==> src/rtl/fetch_unit.sv <==
// rtl/fetch_unit.sv - instruction fetch stage: PC, IR, next-PC selection and imem handshake
module fetch_unit #(
    parameter logic [31:0] RESET_PC = 32'h0000_3000,
    parameter int          TIMEOUT  = 16
) (
    input  logic        clk,
    input  logic        rst,
    input  logic        pc_wr,
    input  logic        ir_wr,
    input  logic [1:0]  npc_op,
    input  logic [31:0] jr_target,
    output logic        imem_req,
    output logic [31:0] imem_addr,
    input  logic [31:0] imem_rdata,
    input  logic        imem_ready,
    output logic        stall,
    output logic        fetch_err,
    output logic [31:0] pc,
    output logic [31:0] pc_link,
    output logic [31:0] ir,
    output logic [5:0]  op,
    output logic [5:0]  func,
    output logic [4:0]  rs,
    output logic [4:0]  rt,
    output logic [4:0]  rd,
    output logic [15:0] imm16
);

    typedef enum logic {IDLE, WAIT} state_t;

    // Last WAIT-state cycle that may still see ready before the fetch is abandoned.
    localparam logic [7:0] CNT_LAST = 8'(TIMEOUT - 1);

    state_t      state, state_nx;
    logic [7:0]  cnt, cnt_nx;
    logic        pend_pc, pend_pc_nx;
    logic [31:0] pc_q, pc_nx;
    logic [31:0] ir_q;
    logic        err_q;
    logic        pc_load, ir_load, err_set, timeout_now;
    logic [31:0] pc_plus4;
    logic [31:0] br_offset;
    logic [31:0] jr_aligned;

    assign pc_plus4   = pc_q + 32'd4;
    assign br_offset  = {{14{ir_q[15]}}, ir_q[15:0], 2'b00};
    assign jr_aligned = jr_target & 32'hFFFF_FFFC;

    // State, counter, pending PC-write flag, PC, IR and sticky error register.
    always_ff @(posedge clk or posedge rst) begin
        if (rst) begin
            state   <= IDLE;
            cnt     <= 8'd0;
            pend_pc <= 1'b0;
            pc_q    <= RESET_PC;
            ir_q    <= 32'd0;
            err_q   <= 1'b0;
        end else begin
            state   <= state_nx;
            cnt     <= cnt_nx;
            pend_pc <= pend_pc_nx;
            if (pc_load) pc_q <= pc_nx;
            if (ir_load) ir_q <= imem_rdata;
            if (err_set) err_q <= 1'b1;
        end
    end

    // Next-state, request and PC/IR load decisions for the fetch handshake.
    always_comb begin
        state_nx    = state;
        cnt_nx      = cnt;
        pend_pc_nx  = pend_pc;
        pc_nx       = pc_q;
        pc_load     = 1'b0;
        ir_load     = 1'b0;
        err_set     = 1'b0;
        timeout_now = 1'b0;
        imem_req    = 1'b0;
        case (state)
            IDLE: begin
                if (ir_wr) begin
                    imem_req = 1'b1;
                    if (imem_ready) begin
                        ir_load = 1'b1;
                        if (pc_wr) begin
                            pc_load = 1'b1;
                            pc_nx   = pc_plus4;
                        end
                    end else begin
                        state_nx   = WAIT;
                        pend_pc_nx = pc_wr;
                        cnt_nx     = 8'd0;
                    end
                end else if (pc_wr) begin
                    pc_load = 1'b1;
                    case (npc_op)
                        2'b00:   pc_nx = pc_plus4;
                        2'b01:   pc_nx = pc_q + br_offset;
                        2'b10:   pc_nx = {pc_q[31:28], ir_q[25:0], 2'b00};
                        default: pc_nx = jr_aligned;
                    endcase
                end
            end
            WAIT: begin
                imem_req = 1'b1;
                if (imem_ready) begin
                    ir_load  = 1'b1;
                    state_nx = IDLE;
                    if (pend_pc) begin
                        pc_load = 1'b1;
                        pc_nx   = pc_plus4;
                    end
                end else if (cnt == CNT_LAST) begin
                    timeout_now = 1'b1;
                    err_set     = 1'b1;
                    state_nx    = IDLE;
                end else begin
                    cnt_nx = cnt + 8'd1;
                end
            end
            default: state_nx = IDLE;
        endcase
    end

    assign stall     = imem_req & ~imem_ready & ~timeout_now;
    assign fetch_err = err_q;
    assign pc        = pc_q;
    assign pc_link   = pc_q;
    assign imem_addr = pc_q;
    assign ir        = ir_q;
    assign op        = ir_q[31:26];
    assign rs        = ir_q[25:21];
    assign rt        = ir_q[20:16];
    assign rd        = ir_q[15:11];
    assign imm16     = ir_q[15:0];
    assign func      = ir_q[5:0];

endmodule

==> config.mk <==
export PLATFORM = sky130hd
export DESIGN_NAME = fetch_unit
export DESIGN_NICKNAME = d
export VERILOG_FILES = /design/src/rtl/fetch_unit.sv
export SDC_FILE = /design/constraint.sdc
export NUM_CORES = 1
export LEC_CHECK = 0
export CORE_AREA = 2 2 144 118
export CTS_BUF_LIST = sky130_fd_sc_hd__clkbuf_2
export DETAILED_ROUTE_END_ITERATION = 8
export DIE_AREA = 0 0 146 120
export PLACE_DENSITY_LB_ADDON = 0.1
export RECOVER_POWER = 100
export REMOVE_ABC_BUFFERS = 1
export SLEW_MARGIN = 20
export SYNTH_ARGS = -nofsm -noshare
export SYNTH_HDL_FRONTEND = slang
export SYNTH_SLANG_ARGS = --single-unit
==> constraint.sdc <==
create_clock -name clk -period 3.1 [get_ports clk]
set_clock_uncertainty 0.2 [all_clocks]
set_input_delay 0.93 -clock clk [delete_from_list [all_inputs] [get_ports clk]]
set_output_delay 0.93 -clock clk [all_outputs]
set_load 0.1 [all_outputs]
==> key figures <==
Floorplan
  – Initial Util: 0.412
  – Cell row count: 42
  – Core region area: 0.0162 mm^2
  – Boundary pin count: 245
  – Die Span X: 146 um
  – Vert. Die Dim: 120 um
  – DIE AREA: 0.0175 mm^2

Yosys
  – Synth cell types: 83
  – Top cells by area, synth: dfrtp_1, buf_4, mux2_2
  – Post-synthesis cell area: 0.00667 mm^2
  – Number of synthesized flops with an enable pin: 0
  – Synth Flop Type: dfrtp_1
  – Synth Area per Inst: 8.76 um^2
  – Yosys Warn Count: 0
  – Async S/R FF share, synth: 1.00
  – Register bit total from synthesis: 73
  – Register area share after synthesis: 0.274
  – Post-synth top area cell: dfrtp_1
  – Syn Inst Count: 761
  – Area share of the largest cell type after synthesis: 0.266

Cells and area
  – Fillers: 1,518
  – Final Net Count: 1,068
  – Final Instance Area: 0.00887 mm^2
  – Commonest non-fill, non-tap cell in the layout: buf_4
  – Share of post-route cells with drive strength above 1: 0.369
  – Synthesis-to-finish area growth: 33.0%
  – Most frequent cells in the layout: buf_4, dfrtp_1, clkdlybuf4s50_1
  – Post-Layout Cell Count: 1,191

Global route
  – Largest net degree at the start of global routing: 28
  – Number of global-route vias before repair: 6,314
  – GRT Total Usage: 0.250
  – Wire length of the first global-routing pass: 34.5 mm
  – Initial antenna violation count: 1
  – GRT overflow: 0

Setup path
  – FF-to-FF setup slack: 0.12 ns
  – Worst EP arrival: 2.17 ns
  – Worst Path Max Fanout: 2
  – Crit start category: flip-flop
  – Reg2Reg Depth: 9
  – Reg2reg end: imem_addr[29]$_DFFE_PP0P_
  – CP endpoint kind: primary output
  – CP Class: reg2out
  – Reg2reg start: imem_addr[3]$_DFFE_PP0P_
  – Req. time, crit path: 1.97 ns

Route
  – Detailed Route Iter0 Violations: 493
  – Residual DRC count: 0
  – WL per Instance: 18.6 um
  – 1st-pass router iterations: 5
  – Avg Vias per Cell: 5.54
  – WL final: 22.1 mm
  – Final ANT Viol Nets: 0
  – Vias after detailed routing: 6,593

Placed design
  – Port bufs: 236
  – Placed Cells incl. Taps: 1,165
  – Final Wtd Congestion: 0.896
  – HPWL Detailed: 17.2 mm
  – DP Area: 0.00866 mm^2

Worst hold path
  – Hold/Removal Path Class: reg2reg
  – Hold path endpoint: fetch_err$_DFFE_PP0P_
  – Hold Path Origin: fetch_err$_DFFE_PP0P_
  – Hold path cells: 1

STA
  – Unrepaired setup endpoints after global routing: true
  – Post-layout min period: 3.30 ns
  – Final total negative setup slack: -0.196 ns
  – Fmax: 303 MHz
  – Hold Violations, Final: 0
  – Worst slack on hold paths: 0.296 ns
  – Slew margin rel.: 0.277
  – Final worst-path cycle share: 1.06
  – Worst slew pin tran: 1.08 ns
  – Slack of the critical path: -0.196 ns
  – Max Slew Vio Count: 0
  – Finish-stage setup viols: 1

Clock network
  – CTS tree: done
  – CTS H-Tree Depth: 3
  – CTS Root Cell: clkbuf_2
  – Worst skew pair latency: 0.60 ns
  – CTS Sinks: 73
  – CTS Hold Buffers Added: 0
  – Clk slew on worst S/H paths: 0.24 ns
  – Clock Path Buffers: 2
  – TritonCTS Buffers: 9

Outcome
  – Failing checks: setup timing
  – Status: finished, violations left

Flow run
  – Max Cap Viol: 0
[registers in the layout, indices dropped and copies added, names as in the netlist]
signal and flops:
imem_addr 30, cnt 8, pend_pc 1, ir 32, state 1, fetch_err 1
[cells in the mapped netlist, types with 4 or more instances]
cell / count
buf_4: 113
clkbuf_1: 16
a31oi_1: 11
nand2_1: 59
o32ai_1: 4
o211ai_1: 4
inv_1: 13
xnor2_1: 22
mux2i_1: 14
xor2_1: 17
o21ai_0: 38
o21bai_1: 4
nand4_1: 4
dfrtp_1: 71
mux2_2: 42
nand2b_1: 5
o22ai_1: 9
o21a_1: 7
nand3_1: 28
a22oi_1: 9
nor2_1: 49
and3_1: 15
a21oi_1: 55
a21o_1: 11
nor3_1: 11
a211oi_1: 6
buf_2: 8
o21ai_1: 6
ha_1: 31
[repair_timing]
action,in CTS,in global routing
setup endpoints to repair,2,6
buffers inserted,3,6
gates resized for setup,1,10
gates cloned,0,0
pin swaps,1,4
[cells by family (layout without fill, tap and decap cells)]
family	after synthesis	in the layout	synth area share
compound gates	211	211	0.217
xor+xnor	39	39	0.0512
other cells	1	7	0.000562
buf+inv	152	356	0.151
mux	60	60	0.104
simple gates	193	193	0.141
flops	73	73	0.274
fa+ha+maj	32	32	0.0612
[metal layers]
metal  vias to the layer above  part of all wire  track usage
met5                         -                 0            0
met4                         0             0.018       0.0698
met3                        27             0.076       0.0376
met2                       301              0.45        0.392
met1                      3178              0.46        0.360
li1                       3087                 -            -
[per-stage QoR]
step	util	setup slack, ns
after global routing	0.548	-0.294
final	0.548	-0.196
after CTS	0.544	-0.221
after floorplan	-	-1.57
after global placement	0.535	-0.130
after detailed placement	0.535	-0.121
[how the worst max path moves through the flow]
stage	slack, ns	depth (start not counted)	endpoint	startpoint
detailed placement	-0.12	10	imem_addr[9]$_DFFE_PP0P_	ir_wr
global placement	-0.13	10	imem_addr[9]$_DFFE_PP0P_	ir_wr
global route	-0.29	6	stall	cnt[6]$_DFFE_PP0P_
CTS	-0.22	6	stall	cnt[6]$_DFFE_PP0P_
finish	-0.20	6	stall	cnt[4]$_DFFE_PP0P_
floorplan	-1.57	8	imem_addr[19]$_DFFE_PP0P_	imem_addr[4]$_DFFE_PP0P_
[cell type report]
class / instances / area [um^2] / area share
Antenna cell: 1 / 2.50 / 0.000282
Clock buffer: 9 / 45.0 / 0.00508
Clock inverter: 7 / 75.1 / 0.00847
Inverter: 14 / 53.8 / 0.00607
Multi-Input combinational cell: 541 / 3900 / 0.440
Sequential cell: 73 / 1830 / 0.207
Tap cell: 220 / 275 / 0.0310
Timing Repair Buffer: 326 / 2680 / 0.303
[worst max-delay path, cell delays in order, from the launching register on]
cell,delay [ns]
dfrtp_1,0.44
or4b_4,0.55
nor3_4,0.22
nor2_2,0.06
nand2_1,0.09
inv_2,0.06
buf_12,0.16
Power is left out: the tool's default activity adds up to more than one toggle a clock period on the data nets, which glitch-free logic cannot reach.
